File: src/rtl/cpu_pkg.sv
// Shared register-file write-back types and sizes.
package cpu_pkg;
    localparam int REG_ADDR_W = 2;
    localparam int REG_DATA_W = 8;

    typedef struct packed {
        logic [REG_ADDR_W-1:0] addr;
        logic [REG_DATA_W-1:0] data;
    } wb_req_t;

    typedef enum logic {
        REQ_ALU  = 1'b0,
        REQ_LOAD = 1'b1
    } req_idx_t;
endpackage

File: src/rtl/wb_fifo.sv
// DEPTH-entry FIFO holding one requester's pending write-backs.
// Latency: an entry pushed at edge k is visible at head from cycle k+1.
// Backpressure: full is a pure function of the registered count; push while full and pop while empty are ignored.
module wb_fifo #(
    parameter int W     = 10,
    parameter int DEPTH = 2
) (
    input  logic                     clk,
    input  logic                     reset,
    input  logic                     push,
    input  logic [W-1:0]             push_data,
    input  logic                     pop,
    output logic [W-1:0]             head,
    output logic [$clog2(DEPTH):0]   count,
    output logic                     full,
    output logic                     empty
);
    localparam int PW = $clog2(DEPTH);
    localparam logic [PW:0] FULL_CNT = (PW+1)'(DEPTH);

    logic [W-1:0]  mem [DEPTH];
    logic [PW-1:0] wr_ptr;
    logic [PW-1:0] rd_ptr;
    logic          push_ok;
    logic          pop_ok;

    assign full    = (count == FULL_CNT);
    assign empty   = (count == '0);
    assign push_ok = push & ~full;
    assign pop_ok  = pop & ~empty;
    assign head    = mem[rd_ptr];

    // Storage carries no reset; only the bookkeeping does.
    always_ff @(posedge clk) begin
        if (push_ok)
            mem[wr_ptr] <= push_data;
    end

    always_ff @(posedge clk or posedge reset) begin
        if (reset) begin
            wr_ptr <= '0;
            rd_ptr <= '0;
            count  <= '0;
        end else begin
            if (push_ok)
                wr_ptr <= wr_ptr + 1'b1;
            if (pop_ok)
                rd_ptr <= rd_ptr + 1'b1;
            case ({push_ok, pop_ok})
                2'b10:   count <= count + 1'b1;
                2'b01:   count <= count - 1'b1;
                default: count <= count;
            endcase
        end
    end
endmodule

File: src/rtl/regfile_wb_arbiter.sv
// Round-robin merge of ALU and load-unit write-backs onto the single register-file write port.
// Latency: accept at edge k, grant at edge k+1 earliest, wr_en high the cycle after, commit at edge k+2.
// Backpressure: reqN_ready drops while queue N holds DEPTH entries; output side never stalls.
module regfile_wb_arbiter
    import cpu_pkg::*;
#(
    parameter int DATA_W = REG_DATA_W,
    parameter int ADDR_W = REG_ADDR_W,
    parameter int DEPTH  = 2
) (
    input  logic              clk,
    input  logic              reset,
    input  logic              req0_valid,
    input  logic [ADDR_W-1:0] req0_addr,
    input  logic [DATA_W-1:0] req0_data,
    output logic              req0_ready,
    input  logic              req1_valid,
    input  logic [ADDR_W-1:0] req1_addr,
    input  logic [DATA_W-1:0] req1_data,
    output logic              req1_ready,
    output logic              wr_en,
    output logic [ADDR_W-1:0] wr_addr,
    output logic [DATA_W-1:0] wr_data,
    output logic              busy
);
    localparam int W  = ADDR_W + DATA_W;
    localparam int CW = $clog2(DEPTH) + 1;

    logic [W-1:0]  head0, head1, gnt_head;
    logic [CW-1:0] cnt0, cnt1;
    logic          full0, full1, empty0, empty1;
    logic          pop0, pop1;
    logic          gnt_vld;
    req_idx_t      gnt_idx;
    req_idx_t      last_grant;

    assign req0_ready = ~full0;
    assign req1_ready = ~full1;

    wb_fifo #(.W(W), .DEPTH(DEPTH)) u_q0 (
        .clk       (clk),
        .reset     (reset),
        .push      (req0_valid & req0_ready),
        .push_data ({req0_addr, req0_data}),
        .pop       (pop0),
        .head      (head0),
        .count     (cnt0),
        .full      (full0),
        .empty     (empty0)
    );

    wb_fifo #(.W(W), .DEPTH(DEPTH)) u_q1 (
        .clk       (clk),
        .reset     (reset),
        .push      (req1_valid & req1_ready),
        .push_data ({req1_addr, req1_data}),
        .pop       (pop1),
        .head      (head1),
        .count     (cnt1),
        .full      (full1),
        .empty     (empty1)
    );

    // Under contention the requester that did not win last time gets the port.
    always_comb begin
        gnt_vld = ~empty0 | ~empty1;
        gnt_idx = REQ_ALU;
        if (~empty0 & ~empty1)
            gnt_idx = (last_grant == REQ_ALU) ? REQ_LOAD : REQ_ALU;
        else if (empty0)
            gnt_idx = REQ_LOAD;
        pop0     = gnt_vld & (gnt_idx == REQ_ALU);
        pop1     = gnt_vld & (gnt_idx == REQ_LOAD);
        gnt_head = (gnt_idx == REQ_ALU) ? head0 : head1;
    end

    always_ff @(posedge clk or posedge reset) begin
        if (reset) begin
            wr_en      <= 1'b0;
            wr_addr    <= '0;
            wr_data    <= '0;
            last_grant <= REQ_LOAD;
        end else begin
            wr_en <= gnt_vld;
            if (gnt_vld) begin
                wr_addr    <= gnt_head[DATA_W +: ADDR_W];
                wr_data    <= gnt_head[DATA_W-1:0];
                last_grant <= gnt_idx;
            end
        end
    end

    assign busy = (cnt0 != '0) | (cnt1 != '0) | wr_en;
endmodule

File: config.mk
export PLATFORM = sky130hd
export DESIGN_NAME = regfile_wb_arbiter
export DESIGN_NICKNAME = d
export VERILOG_FILES = /design/src/rtl/cpu_pkg.sv /design/src/rtl/wb_fifo.sv /design/src/rtl/regfile_wb_arbiter.sv
export SDC_FILE = /design/constraint.sdc
export NUM_CORES = 1
export LEC_CHECK = 0
export BUFFER_PORTS_ARGS = -buffer_cell sky130_fd_sc_hd__buf_2
export CAP_MARGIN = 5
export CELL_PAD_IN_SITES_DETAIL_PLACEMENT = 1
export CELL_PAD_IN_SITES_GLOBAL_PLACEMENT = 1
export CORE_ASPECT_RATIO = 1.25
export CORE_MARGIN = 2
export CORE_UTILIZATION = 42
export DETAILED_ROUTE_END_ITERATION = 16
export PLACE_DENSITY = 0.76
export SLEW_MARGIN = 20
export SYNTH_ARGS = -nofsm -noshare
export SYNTH_HDL_FRONTEND = slang
export SYNTH_SLANG_ARGS = --single-unit
export TNS_END_PERCENT = 30
File: constraint.sdc
create_clock -name clk -period 1.9 [get_ports clk]
set_input_delay 0.38 -clock clk [delete_from_list [all_inputs] [get_ports clk]]
set_output_delay 0.38 -clock clk [all_outputs]
set_load 0.005 [all_outputs]
==> results of run 1 <==
## registers in the layout (all words and copies together), names as in the netlist
signal,cells
u_q1.wr_ptr,1
wr_addr,2
u_q0.rd_ptr,1
u_q0.wr_ptr,1
wr_data,8
last_grant,1
wr_en,1
u_q1.count,2
u_q0.mem,20
u_q0.count,2
u_q1.mem,20
u_q1.rd_ptr,1
## timing repair
item                                    in CTS  in global routing
setup buffers                                1                  0
endpoints found under the setup margin       2                  2
pin swaps                                    3                  3
resized for setup                            3                  1
hold buffers                                 0                  0
## stage by stage
stage	std cells	hold WS (ns)	util [%]	cell area, µm²	TNS [ns]
6_report	270	0.185	53.6	2940	-0.107
5_1_grt	270	0.226	53.6	2940	-0.235
4_1_cts	270	0.198	53.4	2930	-0.132
3_5_place_dp	253	0.490	49.5	2710	0
3_3_place_gp	253	0.476	49.5	2710	0
2_1_floorplan	150	0.343	-	2420	0
## routing by layer
metal  global-route usage, %  up-vias
li1                        -      661
met1                    18.6      719
met2                    31.0       38
met3                    5.47        8
met4                    7.03        0
met5                       0        -
## layout by cell type (no fill, tap or decap), types with 3 or more instances in the layout
| cell | netlist | final |
|---|---|---|
| xnor2_1 | 7 | 7 |
| a311oi_2 | 10 | 10 |
| dfrtp_1 | 19 | 19 |
| buf_4 | 0 | 11 |
| buf_2 | 3 | 37 |
| nor3_1 | 11 | 11 |
| clkbuf_8 | 0 | 9 |
| mux2i_1 | 10 | 10 |
| edfxtp_1 | 40 | 40 |
| xor2_1 | 3 | 3 |
| mux2_2 | 10 | 10 |
| nor2_1 | 16 | 15 |
## worst max-delay path: stages (launching register included)
cell,delay (ns)
dfrtp_1,0.38
or4_4,0.54
or2_1,0.25
buf_2,0.13
## worst max path at each step
stage | from | end | slack [ns] | depth (start not counted)
finish | u_q0.count[0] | busy | -0.11 | 3
global placement | u_q0.count[1] | u_q1.count[1] | 0.13 | 5
CTS | u_q1.count[1] | busy | -0.13 | 3
detailed placement | u_q0.count[1] | u_q1.count[1] | 0.001 | 5
floorplan | u_q0.count[0] | u_q1.count[1] | 0.08 | 6
global route | u_q0.count[0] | busy | -0.16 | 3
## power breakdown
| group | leakage (nW) | internal (mW) | total (mW) | switching (mW) |
|---|---|---|---|---|
| Sequential | 0.598 | 1.88 | 2.16 | 0.285 |
| Clock | 0.0926 | 0.598 | 1.10 | 0.502 |
| Combinational | 0.450 | 0.995 | 2.00 | 1.00 |
| Total | 1.14 | 3.47 | 5.26 | 1.79 |
## final cells by class
class / instances / area (µm²)
clock buffers: 9 / 124
clock inverters: 7 / 67.6
fillers: 536 / 2540
inverters: 2 / 7.51
multi-input cells: 80 / 687
flip-flops and latches: 60 / 1700
well taps: 64 / 80.1
repair buffers: 48 / 268
## cell families (layout without fill, tap and decap cells)
group | after synthesis | count (layout)
AO/OA/AOI/OAI | 12 | 12
multiplexers | 20 | 20
buffers and inverters | 10 | 66
flip-flops | 60 | 60
XOR/XNOR | 10 | 10
adder cells (fa/ha/maj) | 2 | 2
AND/OR/NAND/NOR | 36 | 36
==> results.yml, run 1 <==
outcome:
  status: "complete, but fails checks"
  failed_checks: "negative setup slack"
synth:
  yosys.area.top_type_share_pct: 49.6
  synthArstFlopShare_pct: 33.3
  synth_most_common_cell: "edfxtp_1"
  syn_inst: 150
  syn-num-nets: 176
  synth_top_family_by_area: "multiplexers"
  synth-simple-area-share_pct: 6.93
  synth_edf_count: 40
  muxShareOfSynthArea_pct: 8.79
  synth-compound-area-share_pct: 6.93
  synthXorXnorAreaFrac_pct: 3.62
  ys_types: 24
  synth_common_cells: "edfxtp_1 (40), dfrtp_1 (19), nor2_1 (16), nor3_1 (11)"
  synthAdderAreaFrac_pct: 1.03
  ys_ff_latch: 60
  synth.largest_area_cell: "edfxtp_1"
  synth_area_um2: 2420
  yosys_most_used_dff: "edfxtp_1"
  synth_warnings: 0
  avgSynthCellArea_um2: 16.1
  netlist_top_cells_area: "edfxtp_1 (50%), dfrtp_1 (20%), a311oi_2 (6.2%), mux2_2 (4.7%), mux2i_1 (4.1%)"
  yosysSeqAreaShare_pct: 70.4
clock_network:
  cts_tree: "built"
  clock-sinks: 60
  cts_root_buf: "clkbuf_8"
  path_clk_slew_ns: 0.08
  insertion_delay_ns: 0.33
  cts_buffers: 9
  cts_buffer_depth: 2
  htreeDepth: 3
global_route:
  grt_pass1_vias: 1622
  grt_max_degree: 21
  grt_util_all_layers_pct: 17.2
  antenna_found_initial: 0
  grt_pass1_wl_um: 7980
  gr-total-overflow: 0
drt:
  wl_met2_um: 2800
  top_layer: "met4"
  routed-wl-met3_um: 213
  remaining_drc_errors: 0
  routedWlPerCell_um: 18.7
  ant_nets: 0
  vias: 1426
  viasPerCell: 5.28
  drtIter0Drc: 73
  m1WireLength_um: 1960
  wl_um: 5050
  first_pass_iters: 4
timing:
  drv_slew: 0
  finalClockSkew_ns: 0.00955
  post-route-period-util_pct: 106
  setup-violations-final: 1
  grt_setup_unrepaired: "true"
  fmax_mhz: 498
  fin_crit_ns: 2.01
  timing.final.ws_setup_ns: -0.107
  tightest_slew_ns: 0.772
  slew_headroom_pct: 48.5
  finalHoldViolCount: 0
worst_setup_path:
  cp-start-kind: "flip-flop"
  reg2reg_depth: 7
  worstPathRequired_ns: 1.52
  cp_max_fo: 2
  r2r-end: "u_q1.count[1]"
  endpoint_kind: "output port"
  reg2reg_from: "u_q0.count[0]"
  crit_type: "flip-flop to output port"
  arrival_ns: 1.63
  reg2reg_slack_ns: 0.03
placement:
  portBuffers: 37
  hpwlAfterDp_um: 3760
  place_congestion: 0.786
  dp_slack_ns: 0.00120
floorplanning:
  boundaryPins: 38
  die_area_um2: 6390
  placementRows: 30
  core_area_um2: 5480
  fp.dieH_um: 88.9
  die_x_um: 71.9
  initial_utilization_pct: 44.2
power:
  leakagePower_nw: 1.14
  power_mw: 5.26
  peakVddDrop_uv: 799
  power_density_nw_per_um2: 1790
cells_and_area:
  num-nets-final: 227
  syn_to_final_growth_pct: 21.4
  drive_gt1_share_pct: 43.7
  antenna_cells: 0
flow_run:
  maxCapViolCount: 0
min_path:
  hold_path_class: "input pin to asynchronous set/reset pin"
No activity file was read; power rests on OpenSTA's default activity.
==> inputs of run 2 (changes only) <==
- MAX_ROUTING_LAYER: default -> met4
- PLACE_DENSITY: 0.76 -> 0.72
==> run 2 against run 1 <==
The run still ends with negative setup slack left. Clock-buffer cell count grew 1. Global-route usage rose by 0.84 points. Sequential power about the same. Worst setup slack better by 0.0091 ns. Highest routed layer unchanged. Maximum frequency rose by 0.45%. Final area grew 0.81%.
==> results.yml, run 2 (synthesis gave the netlist of run 1 again) <==
worst_setup_path:
  slowest_stage: "or4_4"
  arrival_ns: 1.62
  crit_type: "flip-flop to output port"
  worstPathRequired_ns: 1.52
  crit_chain: "or4_4 -> or2_1 -> buf_2"
  slowest_delay_ns: 0.55
  crit_family: "simple AND/OR/NAND/NOR gates"
  critPathBufInv: 1
  endpoint_kind: "output port"
  cp_max_fo: 2
  reg2reg_slack_ns: 0.03
  cp-start-kind: "flip-flop"
timing:
  fmax_mhz: 500
  finalClockSkew_ns: 0.00562
  slew_headroom_pct: 49.0
  post-route-period-util_pct: 105
  finalHoldViolCount: 0
  setup-violations-final: 1
  fin_crit_ns: 2.00
  tightest_slew_ns: 0.764
  drv_slew: 0
  timing.final.ws_setup_ns: -0.0982
  grt_setup_unrepaired: "true"
cells_and_area:
  syn_to_final_growth_pct: 22.3
  fin_area_um2: 2960
  final_cell_mix: "edfxtp_1 (40), buf_2 (37), dfrtp_1 (18)"
  antenna_cells: 0
  reg_top3: "u_q0.mem: 20 flops, u_q1.mem: 20 flops, wr_data: 8 flops"
  num-nets-final: 227
  utilization_pct: 54.0
  fillCellCount: 551
  drive_gt1_share_pct: 44.2
  layout_commonest_cell: "edfxtp_1"
  final_cells: 270
outcome:
  status: "complete, but fails checks"
  failed_checks: "negative setup slack"
drt:
  first_pass_iters: 4
  ant_nets: 0
  drtIter0Drc: 61
  viasPerCell: 5.19
  routedWlPerCell_um: 18.1
  wl_um: 4880
  remaining_drc_errors: 0
  vias: 1402
floorplanning:
  initial_utilization_pct: 44.2
  placementRows: 30
  boundaryPins: 38
  die_area_um2: 6390
  core_area_um2: 5480
  die_x_um: 71.9
  fp.dieH_um: 88.9
global_route:
  grt_use_met2_pct: 31.1
  grt_pass1_vias: 1617
  busiest_layer: "met2"
  antenna_found_initial: 0
  grt_pass1_wl_um: 8020
  met1_usage_pct: 18.7
  grt_util_all_layers_pct: 18.0
  gr-total-overflow: 0
  global_route.usage.met3_pct: 4.44
  grt_max_degree: 21
clock_network:
  clock-sinks: 60
  cts_tree: "built"
  path_clk_slew_ns: 0.06
  insertion_delay_ns: 0.33
  cts_buffers: 9
  cts_buffer_depth: 2
  cts_hold_buf: 0
  htreeDepth: 3
  cts_root_buf: "clkbuf_8"
placement:
  place_congestion: 0.770
  hpwlAfterDp_um: 3550
  portBuffers: 37
  post_dp_cell_area_um2: 2710
  dpl.cell_count: 253
  dp_slack_ns: -0.0187
flow_run:
  maxCapViolCount: 0
power:
  peakVddDrop_uv: 940
  leakagePower_nw: 1.16
  power_density_nw_per_um2: 1820
min_path:
  hold_path_class: "input pin to asynchronous set/reset pin"
## run 2: cell types whose count changed in the layout (fill, tap and decap cells not counted), sizes merged
cell,delta
clkbuf,+1
bufinv,+1
clkinvlp,-2
## run 2: layer usage
| metal | wire length (µm) | vias up |
|---|---|---|
| met2 | 2740 | 31 |
| met3 | 177 | 7 |
| met1 | 1880 | 704 |
| met4 | 80 | 0 |
| li1 | - | 660 |
| met5 | 0 | - |
## run 2: metrics by stage
step                hold slack, ns  power [mW]  setup TNS [ns]
floorplan                    0.343        3.44               0
global placement             0.480        3.95               0
detailed placement           0.495        4.10         -0.0187
CTS                          0.189        5.44          -0.144
global route                 0.220        5.75          -0.277
finish                       0.181        5.39         -0.0982
## run 2: cell type report
type                            count  area (µm²)  share of cell area (%)
Sequential cell                    60        1700                    57.6
Multi-Input combinational cell     80         694                    23.5
Timing Repair Buffer               48         268                    9.04
Clock buffer                       10         128                    4.31
Tap cell                           64        80.1                    2.70
Clock inverter                      6        78.8                    2.66
Inverter                            2        7.51                   0.254
## run 2: power by group
| group | switching (mW) | internal [mW] |
|---|---|---|
| clock | 0.470 | 0.727 |
| sequential | 0.285 | 1.88 |
| combinational | 1.00 | 1.02 |
| total | 1.76 | 3.63 |
## run 2: worst paths after layout
kind	startpoint	to	cells past startpoint
max	u_q0.count[0]	busy	3
min	reset	wr_data[3]	2
max reg2reg	u_q0.count[0]	u_q1.count[1]	7
min reg2reg	u_q1.wr_ptr	u_q1.wr_ptr	1
max in group asynchronous	reset	u_q1.count[0]	2
min in group clk	req1_addr[1]	u_q1.mem[0][9]	1
## run 2: worst reg2reg max path: stages, from the launching register on
cell and delay [ns]:
dfrtp_1 0.38, or4_4 0.55, buf_4 0.17, o21a_4 0.13, ha_4 0.17, xnor2_2 0.13, nor2_2 0.10, xor2_1 0.17
## run 2: repair_timing
action	4_1_cts	5_1_grt
pin swaps	3	1
endpoints found under the setup margin	2	2
setup buffers	1	0
resized for setup	5	1
==> inputs of run 3 (changes only) <==
- clock period: 1.9 -> 1.8 ns (I/O delays scaled with it)
==> run 3 against run 2 <==
Final cell count is the same. Highest routed layer unchanged. Largest power group unchanged. Core utilization shrank 0.34 points. Non-clock buffer count unchanged. Via count fell by 1.1%. The flow still finishes with violations (negative setup slack). Register-to-register slack barely moved. Clock power decreased by 3%. Sequential power grew 4%.
==> results.yml, run 3 (synthesis gave the netlist of run 1 again) <==
drt:
  routedWlPerCell_um: 17.5
  viasPerCell: 5.13
  drtIter0Drc: 45
  ant_nets: 0
  remaining_drc_errors: 0
  wl_um: 4730
  first_pass_iters: 4
  vias: 1386
floorplanning:
  die_x_um: 71.9
  fp.dieH_um: 88.9
  placementRows: 30
  boundaryPins: 38
  initial_utilization_pct: 44.2
  core_area_um2: 5480
  die_area_um2: 6390
clock_network:
  postCtsSetupBuffers: 0
  clock-sinks: 60
  insertion_delay_ns: 0.33
  path_clk_slew_ns: 0.07
  cts_buffers: 9
  htreeDepth: 3
  cts_buffer_depth: 2
  cts_tree: "built"
  cts_root_buf: "clkbuf_8"
  cts_hold_buf: 0
placement:
  portBuffers: 37
  post_dp_cell_area_um2: 2730
  hpwlAfterDp_um: 3590
  place_congestion: 0.779
worst_setup_path:
  slowest_delay_ns: 0.55
  r2r-end: "u_q1.count[1]"
  worstPathRequired_ns: 1.44
  crit_type: "flip-flop to output port"
  cp_max_fo: 3
  reg2reg_depth: 6
  cp-start-kind: "flip-flop"
  endpoint_kind: "output port"
  arrival_ns: 1.63
  reg2reg_from: "u_q0.count[0]"
  slowest_stage: "or4_4"
  reg2reg_slack_ns: 0.04
  crit_chain: "or4_4 -> or2_4 -> buf_6"
timing:
  drv_slew: 0
  tightest_slew_ns: 0.549
  timing.final.ws_setup_ns: -0.191
  finalHoldViolCount: 0
  finalClockSkew_ns: 0.00873
  post-route-period-util_pct: 111
  setup-violations-final: 1
  fin_crit_ns: 1.99
  slew_headroom_pct: 63.4
  grt_setup_unrepaired: "true"
  holdWs_ns: 0.0414
  fmax_mhz: 502
outcome:
  failed_checks: "negative setup slack"
  status: "complete, but fails checks"
power:
  p_seq_share_pct: 41.2
  power_density_nw_per_um2: 1860
  p_clk_share_pct: 21.2
  p_comb_share_pct: 37.5
  switchingPower_mw: 1.83
  peakVddDrop_uv: 827
  power.internal_mw: 3.65
  power_mw: 5.48
  leakagePower_nw: 1.15
  switching_share_pct: 33.4
cells_and_area:
  num-nets-final: 227
  reg_top3: "u_q0.mem: 20 flops, u_q1.mem: 20 flops, wr_data: 8 flops"
  fin_area_um2: 2940
  final_cell_mix: "edfxtp_1 (40), buf_2 (36), dfrtp_1 (19)"
  drive_gt1_share_pct: 44.2
  syn_to_final_growth_pct: 21.6
  utilization_pct: 53.7
  layout_commonest_cell: "edfxtp_1"
  antenna_cells: 0
global_route:
  grt_max_degree: 22
  antenna_found_initial: 0
  grt_util_all_layers_pct: 17.0
  grt_pass1_vias: 1486
  grt_pass1_wl_um: 7490
  gr-total-overflow: 0
flow_run:
  maxCapViolCount: 0
min_path:
  hold_path_class: "input pin to asynchronous set/reset pin"
run 3: critical path: cells and delay by family, from the launching register on:
kind                   cells  cell delay, ns
and+or+nand+nor            2            0.81
buffers and inverters      1            0.12
DFF                        1            0.38
run 3: routing by layer:
layer	GRT usage (%)	share of wire, %	vias up
li1	-	-	659
met1	19.0	40	684
met2	28.5	54	32
met3	3.64	3.5	11
met4	9.43	2.3	0
met5	-	0	-
run 3: how the worst max path moves through the flow:
| stage | from | to |
|---|---|---|
| global route | u_q0.count[0] | busy |
| CTS | u_q0.count[0] | busy |
| detailed placement | u_q0.count[1] | u_q1.count[1] |
| finish | u_q0.count[0] | busy |
| floorplan | u_q0.count[0] | u_q1.count[1] |
| global placement | u_q0.count[0] | u_q1.count[1] |
run 3: stage by stage:
stage                     std cells  setup TNS [ns]  setup slack, ns
after floorplan                 150         -0.0157          -0.0157
after global placement          254               0           0.0758
after detailed placement        254       -0.000572        -0.000572
after CTS                       270          -0.231           -0.231
after global routing            270          -0.266           -0.237
final                           270          -0.191           -0.191
run 3: area by class of cell:
class                           instances  area [µm²]
Clock buffer                           10         128
Inverter                                2        7.51
Multi-Input combinational cell         80         684
Sequential cell                        60        1700
Tap cell                               64        80.1
Clock inverter                          6        65.1
Timing Repair Buffer                   48         274
Fill cell                             538        2540
run 3: power by group through the flow:
stage / Clock (mW) / Sequential [mW] / Combinational [mW]
detailed placement: 0 / 2.30 / 2.06
finish: 1.16 / 2.26 / 2.06
global placement: 0 / 2.26 / 1.94
CTS: 1.20 / 2.28 / 2.07
floorplan: 0 / 2.19 / 1.49
global route: 1.26 / 2.32 / 2.28
run 3: what timing repair did:
action,4_1_cts,5_1_grt
pin swaps,0,2
resized for setup,1,4
cloned,0,0
endpoints found under the setup margin,2,3
